`config.mk`:
```
export PLATFORM = sky130hd
export DESIGN_NAME = jtframe_sdram_mux_flat
export DESIGN_NICKNAME = d
export VERILOG_FILES = /design/src/rtl/jtframe_sdram_pkg.sv /design/src/rtl/jtframe_sdram_mux_if.sv /design/src/rtl/jtframe_rr_arbiter.sv /design/src/rtl/jtframe_sdram_mux.sv /design/src/flat_wrapper.sv
export SDC_FILE = /design/constraint.sdc
export NUM_CORES = 1
export LEC_CHECK = 0
export CAP_MARGIN = 40
export CORE_ASPECT_RATIO = 1.75
export CORE_MARGIN = 4
export CORE_UTILIZATION = 40
export CTS_CLUSTER_SIZE = 20
export DETAILED_ROUTE_END_ITERATION = 10
export PLACE_DENSITY = 0.67
export SLEW_MARGIN = 40
export SYNTH_ARGS = -nofsm -noshare
export SYNTH_HDL_FRONTEND = slang
export SYNTH_HIERARCHICAL = 1
export SYNTH_SLANG_ARGS = --single-unit
```
`constraint.sdc`:
```
create_clock -name clk_rom -period 15 [get_ports clk_rom]
set_input_delay 3.75 -clock clk_rom [delete_from_list [all_inputs] [get_ports clk_rom]]
set_output_delay 3.75 -clock clk_rom [all_outputs]
set_load 0.1 [all_outputs]
```
`src/rtl/jtframe_sdram_pkg.sv`:
```
// Shared SDRAM-client definitions: transaction state encoding and an index-width helper.
package jtframe_sdram_pkg;

  typedef enum logic [1:0] {
    IDLE = 2'd0,
    REQ  = 2'd1,
    WAIT = 2'd2
  } sdram_st_e;

  function automatic int unsigned idx_w(input int unsigned n);
    return (n > 1) ? $clog2(n) : 1;
  endfunction

endpackage

```
`src/rtl/jtframe_sdram_mux_if.sv`:
```
// Client-slot and SDRAM-controller signals of the multi-slot SDRAM mux.
interface jtframe_sdram_mux_if #(
  parameter int unsigned SLOTS = 4,
  parameter int unsigned AW    = 22,
  parameter int unsigned DW    = 32
);
  logic [SLOTS-1:0]    slot_req;
  logic [SLOTS*AW-1:0] slot_addr;
  logic [SLOTS*DW-1:0] slot_data;
  logic [SLOTS-1:0]    slot_ok;
  logic                sdram_req;
  logic [AW-1:0]       sdram_addr;
  logic                sdram_ack;
  logic [DW-1:0]       data_read;
  logic                data_rdy;

  modport slave (
    input  slot_req, slot_addr, sdram_ack, data_read, data_rdy,
    output slot_data, slot_ok, sdram_req, sdram_addr
  );

  modport master (
    output slot_req, slot_addr, sdram_ack, data_read, data_rdy,
    input  slot_data, slot_ok, sdram_req, sdram_addr
  );
endinterface

```
`src/rtl/jtframe_rr_arbiter.sv`:
```
// Combinational round-robin arbiter: slot last_grant+1 (mod SLOTS) has highest priority.
module jtframe_rr_arbiter
  import jtframe_sdram_pkg::*;
#(
  parameter  int unsigned SLOTS = 4,
  localparam int unsigned IW    = idx_w(SLOTS)
) (
  input  logic [SLOTS-1:0] cand,
  input  logic [IW-1:0]    last_grant,
  output logic [SLOTS-1:0] gnt,
  output logic [IW-1:0]    gnt_idx
);

  logic          found;
  logic [IW-1:0] cur;

  always_comb begin
    gnt     = '0;
    gnt_idx = '0;
    found   = 1'b0;
    cur     = '0;
    for (int unsigned k = 1; k <= SLOTS; k++) begin
      cur = IW'((32'(last_grant) + k) % SLOTS);
      if (!found && cand[cur]) begin
        found    = 1'b1;
        gnt_idx  = cur;
        gnt[cur] = 1'b1;
      end
    end
  end

endmodule

```
`src/rtl/jtframe_sdram_mux.sv`:
```
// N-slot front end for the single SDRAM port: round-robin grants, per-slot one-entry read cache.
module jtframe_sdram_mux
  import jtframe_sdram_pkg::*;
#(
  parameter int unsigned SLOTS = 4,
  parameter int unsigned AW    = 22,
  parameter int unsigned DW    = 32
) (
  input logic               clk_rom,
  input logic               rst,
  input logic               downloading,
  input logic               loop_rst,
  jtframe_sdram_mux_if.slave bus
);

  localparam int unsigned IW = idx_w(SLOTS);

  sdram_st_e        state_q, state_d;
  logic [IW-1:0]    grant_q, grant_d;
  logic [IW-1:0]    last_grant_q, last_grant_d;
  logic             sdram_req_q, sdram_req_d;
  logic [AW-1:0]    sdram_addr_q, sdram_addr_d;
  logic [DW-1:0]    data_q [SLOTS];
  logic [DW-1:0]    data_d [SLOTS];
  logic [AW-1:0]    cached_q [SLOTS];
  logic [AW-1:0]    cached_d [SLOTS];
  logic [SLOTS-1:0] valid_q, valid_d;
  logic [SLOTS-1:0] ok_q, ok_d;

  logic [AW-1:0]    addr_a [SLOTS];
  logic [SLOTS-1:0] hit, cand, arb_gnt;
  logic [IW-1:0]    arb_idx;

  always_comb begin
    for (int unsigned i = 0; i < SLOTS; i++) begin
      addr_a[i] = bus.slot_addr[i*AW +: AW];
      hit[i]    = valid_q[i] && (addr_a[i] == cached_q[i]);
      cand[i]   = bus.slot_req[i] && !hit[i];
    end
  end

  jtframe_rr_arbiter #(.SLOTS(SLOTS)) u_arb (
    .cand       (cand),
    .last_grant (last_grant_q),
    .gnt        (arb_gnt),
    .gnt_idx    (arb_idx)
  );

  always_comb begin
    state_d      = state_q;
    grant_d      = grant_q;
    last_grant_d = last_grant_q;
    sdram_req_d  = sdram_req_q;
    sdram_addr_d = sdram_addr_q;
    data_d       = data_q;
    cached_d     = cached_q;
    valid_d      = downloading ? '0 : valid_q;
    ok_d         = bus.slot_req & hit & {SLOTS{!downloading}};

    unique case (state_q)
      IDLE: begin
        if (|arb_gnt && !downloading && !loop_rst) begin
          grant_d      = arb_idx;
          sdram_addr_d = addr_a[arb_idx];
          sdram_req_d  = 1'b1;
          state_d      = REQ;
        end
      end
      REQ, WAIT: begin
        if (loop_rst) begin
          sdram_req_d = 1'b0;
          valid_d     = '0;
          state_d     = IDLE;
        end else begin
          if (state_q == REQ && bus.sdram_ack) begin
            sdram_req_d = 1'b0;
            state_d     = WAIT;
          end
          // An ack coinciding with data_rdy completes the transaction in one step
          if ((state_q == WAIT || bus.sdram_ack) && bus.data_rdy) begin
            data_d[grant_q]   = bus.data_read;
            cached_d[grant_q] = sdram_addr_q;
            if (!downloading) valid_d[grant_q] = 1'b1;
            last_grant_d = grant_q;
            state_d      = IDLE;
          end
        end
      end
      default: state_d = IDLE;
    endcase
  end

  always_ff @(posedge clk_rom or posedge rst) begin
    if (rst) begin
      state_q      <= IDLE;
      grant_q      <= '0;
      last_grant_q <= IW'(SLOTS-1);
      sdram_req_q  <= 1'b0;
      sdram_addr_q <= '0;
      valid_q      <= '0;
      ok_q         <= '0;
      for (int unsigned i = 0; i < SLOTS; i++) begin
        data_q[i]   <= '0;
        cached_q[i] <= '0;
      end
    end else begin
      state_q      <= state_d;
      grant_q      <= grant_d;
      last_grant_q <= last_grant_d;
      sdram_req_q  <= sdram_req_d;
      sdram_addr_q <= sdram_addr_d;
      valid_q      <= valid_d;
      ok_q         <= ok_d;
      data_q       <= data_d;
      cached_q     <= cached_d;
    end
  end

  always_comb begin
    bus.slot_data = '0;
    for (int unsigned i = 0; i < SLOTS; i++) begin
      bus.slot_data[i*DW +: DW] = data_q[i];
    end
  end

  assign bus.slot_ok    = ok_q;
  assign bus.sdram_req  = sdram_req_q;
  assign bus.sdram_addr = sdram_addr_q;

endmodule

```
`src/flat_wrapper.sv`:
```
// flat-port wrapper written by rule: the top's interface ports become plain ports
module jtframe_sdram_mux_flat import jtframe_sdram_pkg::*;
#(
  parameter int unsigned SLOTS = 4,
  parameter int unsigned AW    = 22,
  parameter int unsigned DW    = 32
)
  (clk_rom, rst, downloading, loop_rst, bus_slot_req, bus_slot_addr, bus_sdram_ack, bus_data_read, bus_data_rdy, bus_slot_data, bus_slot_ok, bus_sdram_req, bus_sdram_addr);
  jtframe_sdram_mux_if #(.SLOTS(SLOTS), .AW(AW), .DW(DW)) bus_i ();
  input logic clk_rom;
  input logic rst;
  input logic downloading;
  input logic loop_rst;
  input wire logic [$bits(bus_i.slot_req)-1:0] bus_slot_req;
  input wire logic [$bits(bus_i.slot_addr)-1:0] bus_slot_addr;
  input wire logic [$bits(bus_i.sdram_ack)-1:0] bus_sdram_ack;
  input wire logic [$bits(bus_i.data_read)-1:0] bus_data_read;
  input wire logic [$bits(bus_i.data_rdy)-1:0] bus_data_rdy;
  output wire logic [$bits(bus_i.slot_data)-1:0] bus_slot_data;
  output wire logic [$bits(bus_i.slot_ok)-1:0] bus_slot_ok;
  output wire logic [$bits(bus_i.sdram_req)-1:0] bus_sdram_req;
  output wire logic [$bits(bus_i.sdram_addr)-1:0] bus_sdram_addr;
  assign bus_i.slot_req = bus_slot_req;
  assign bus_i.slot_addr = bus_slot_addr;
  assign bus_i.sdram_ack = bus_sdram_ack;
  assign bus_i.data_read = bus_data_read;
  assign bus_i.data_rdy = bus_data_rdy;
  assign bus_slot_data = bus_i.slot_data;
  assign bus_slot_ok = bus_i.slot_ok;
  assign bus_sdram_req = bus_i.sdram_req;
  assign bus_sdram_addr = bus_i.sdram_addr;
  jtframe_sdram_mux #(.SLOTS(SLOTS), .AW(AW), .DW(DW)) u_core (.clk_rom(clk_rom), .rst(rst), .downloading(downloading), .loop_rst(loop_rst), .bus(bus_i));
endmodule
```
==> qor.txt <==
outcome - complete, no violations
Reg clk slew, reported paths - 0.06 ns
Yosys top cell area share - 54.0%
Final Hold Vio Count - 0
max frequency - 127 MHz
count leader, synth - dfrtp_1
worst slew pin tran - 0.824 ns
RSZ-0062 raised after global routing - false
FF+latch count, synth - 253
number of vias per cell - 5.24
chip width - 137 um
critical-path cell list - clkdlybuf4s50_1 -> xnor2_1 -> nand4_1 -> nor4_1 -> a21boi_1 -> mux4_2 -> nand2_1 -> o21ai_0 -> a221o_2 -> or4_1 -> nand3_2 -> buf_16 -> mux2_2
Final ANT Viol Nets - 0
pre-CTS setup slack - 6.60 ns
Post-route DRC - 0
total track usage - 21.4%
number of global-route vias before repair - 8226
wire length of the first global-routing pass - 51100 um
Post-CTS Setup Inserts - 0
wirelength, routed - 34700 um
Final Skew - 0.0132 ns
Yosys warning count - 6
Post-synth ARST share - 100%
vias after detailed routing - 7696
share of cells above drive strength 1 - 43.8%
Post-synth EDFFs - 0
Initial Utilization - 40.5%
die height - 234 um
Num CTS Buffers - 25
CP top delay family - simple AND/OR/NAND/NOR gates
CP Class - in -> reg
Pre-antenna DRT Iters - 5
die area - 32000 um2
CTS sink cnt - 253
max-cap viol count - 0
Mapped Area - 11600 um2
Design Area, Final - 14900 um2
post-synthesis cell type count - 50
syn avg cell area - 14.8 um2
Final Max Slew Viols - 0
CP arrival - 8.31 ns
syn nets - 928
worst-skew pair later-pin latency - 0.53 ns
P&R area growth vs syn - 28.4%
Slew headroom - 45.0%
crit end category - register
final period utilization - 52.7%
largest area contributor in the netlist - dfrtp_1
Clock Tree Buf Depth - 3
TNS Setup - 0 ns
Synth area leaders - dfrtp_1 54%, mux2_2 22%, xnor2_1 6.2%
CP max stage delay - 0.63 ns
CTS tree - yes
Placed Instance Area - 14000 um2
# setup viols final - 0
sequential-to-total area share from yosys stat - 54.4%
Post-DP HPWL - 25500 um
top post-synthesis cells by count - 251 x dfrtp_1, 231 x mux2_2, 82 x xnor2_1
Crit-path slowest cell - or4_1
hold_buf cts - 0
Core Region - 28700 um2
Cells after Synth - 787
RD Place Congestion - 0.923
htree depth - 1
routed len/inst - 23.6 um
Synth Flop Type - dfrtp_1
Remaining Overflow, GRT - 0
Worst Path Buf+Inv - 2
final worst slack - 7.10 ns
initial antenna violation count - 2
Required @ worst endpoint - 15.41 ns
Core Rows - 82
1st-iter DRT viols - 419
root buf cell - clkbuf_16
nets@finish - 1213
largest net degree at the start of global routing - 120
fin crit period - 7.90 ns
PortBufs - 284
Crit Path Max Fanout - 16
startpoint types - input port
Resized Gates After CTS - 0
worst hold path class - reg -> reg
IO Pins - 285
metrics by stage:
step	utilization (%)	instances	hold slack, ns
after CTS	52.0	1469	0.484
after global routing	52.0	1469	0.501
final	52.0	1470	0.482
after global placement	51.4	1422	0.468
after floorplan	-	787	0.463
after detailed placement	48.9	1423	0.470
kinds of logic after synthesis:
| family | Yosys count | synth area share, % |
|---|---|---|
| mux | 267 | 28.1 |
| compound gates | 46 | 2.89 |
| simple gates | 78 | 4.05 |
| xor+xnor | 88 | 6.62 |
| fa+ha+maj | 11 | 1.18 |
| flops | 253 | 54.4 |
| buf+inv | 44 | 2.70 |
sequential cells by signal (all words and copies together) (netlist names):
| register | cells |
|---|---|
| u_core/bus.sdram_addr | 22 |
| u_core/bus.sdram_req | 1 |
| u_core/bus.slot_data | 128 |
| u_core/bus.slot_ok | 4 |
| u_core/cached_q | 88 |
| u_core/grant_q | 2 |
| u_core/last_grant_q | 2 |
| u_core/state_q | 2 |
| u_core/valid_q | 4 |
cell usage in the layout, fill, tap and decap left out, types with 5 or more instances in the layout:
master           netlist  routed
dfrtp_1              251     251
mux2_2               231     231
buf_2                  8     155
clkdlybuf4s50_1        0     129
xnor2_1               82      82
clkbuf_16              0      25
mux4_2                24      24
nand4_1               21      21
nand2_1               12      12
mux2_1                11      11
ha_1                  11      11
nor2_1                10      10
o21ai_0               10      10
a21oi_1                9       8
clkbuf_1               5       7
nor2b_1                7       7
inv_1                  7       6
nor4_1                 6       6
xor2_1                 6       6
buf_6                 13       6
bufinv_16              0       5
worst register-to-register path: stages, from the launching register on:
cell and delay, ns:
dfrtp_1 0.39, xnor2_1 0.46, nand4_1 0.16, nor4_1 0.48, a21boi_1 0.35, mux4_2 0.61
nand2_1 0.09, o21ai_0 0.09, a221o_2 0.30, or4_1 0.63, nand3_2 0.33, buf_16 0.22
mux2_2 0.36
metal layers:
layer | GRT usage (%) | up-vias | share of wire (%)
met5 | 0 | - | 0.078
met4 | 9.68 | 4 | 4.7
met3 | 4.59 | 73 | 6.3
met2 | 40.0 | 275 | 55
met1 | 22.5 | 3928 | 34
li1 | - | 3416 | -
path summary, 6_finish.rpt:
| check | from | end | slack, ns | depth (start not counted) |
|---|---|---|---|---|
| max | bus_slot_addr[67] | u_core/bus.sdram_addr[18]$_DFFE_PP0P_ | 7.10 | 13 |
| min in group asynchronous | rst | u_core/bus.slot_data[111]$_DFFE_PP0P_ | 3.68 | 2 |
| max reg2reg | u_core/cached_q[58]$_DFFE_PP0P_ | u_core/bus.sdram_addr[18]$_DFFE_PP0P_ | 10.41 | 12 |
| min reg2reg | u_core/bus.slot_data[93]$_DFFE_PP0P_ | u_core/bus.slot_data[93]$_DFFE_PP0P_ | 0.48 | 1 |
| min | u_core/bus.slot_data[93]$_DFFE_PP0P_ | u_core/bus.slot_data[93]$_DFFE_PP0P_ | 0.48 | 1 |
| max in group asynchronous | rst | u_core/bus.slot_data[53]$_DFFE_PP0P_ | 10.24 | 3 |
area by class of cell:
| type | instances | area (um2) |
|---|---|---|
| Multi-Input combinational cell | 490 | 5020 |
| Clock buffer | 35 | 693 |
| Timing Repair Buffer | 295 | 2190 |
| Tap cell | 378 | 473 |
| Clock inverter | 11 | 193 |
| Inverter | 7 | 38.8 |
| Sequential cell | 253 | 6330 |
| Fill cell | 2535 | 13800 |
| Antenna cell | 1 | 2.50 |
Power is not shown: default switching activity piles up to over one toggle a cycle in this logic, so the estimate is an artifact.
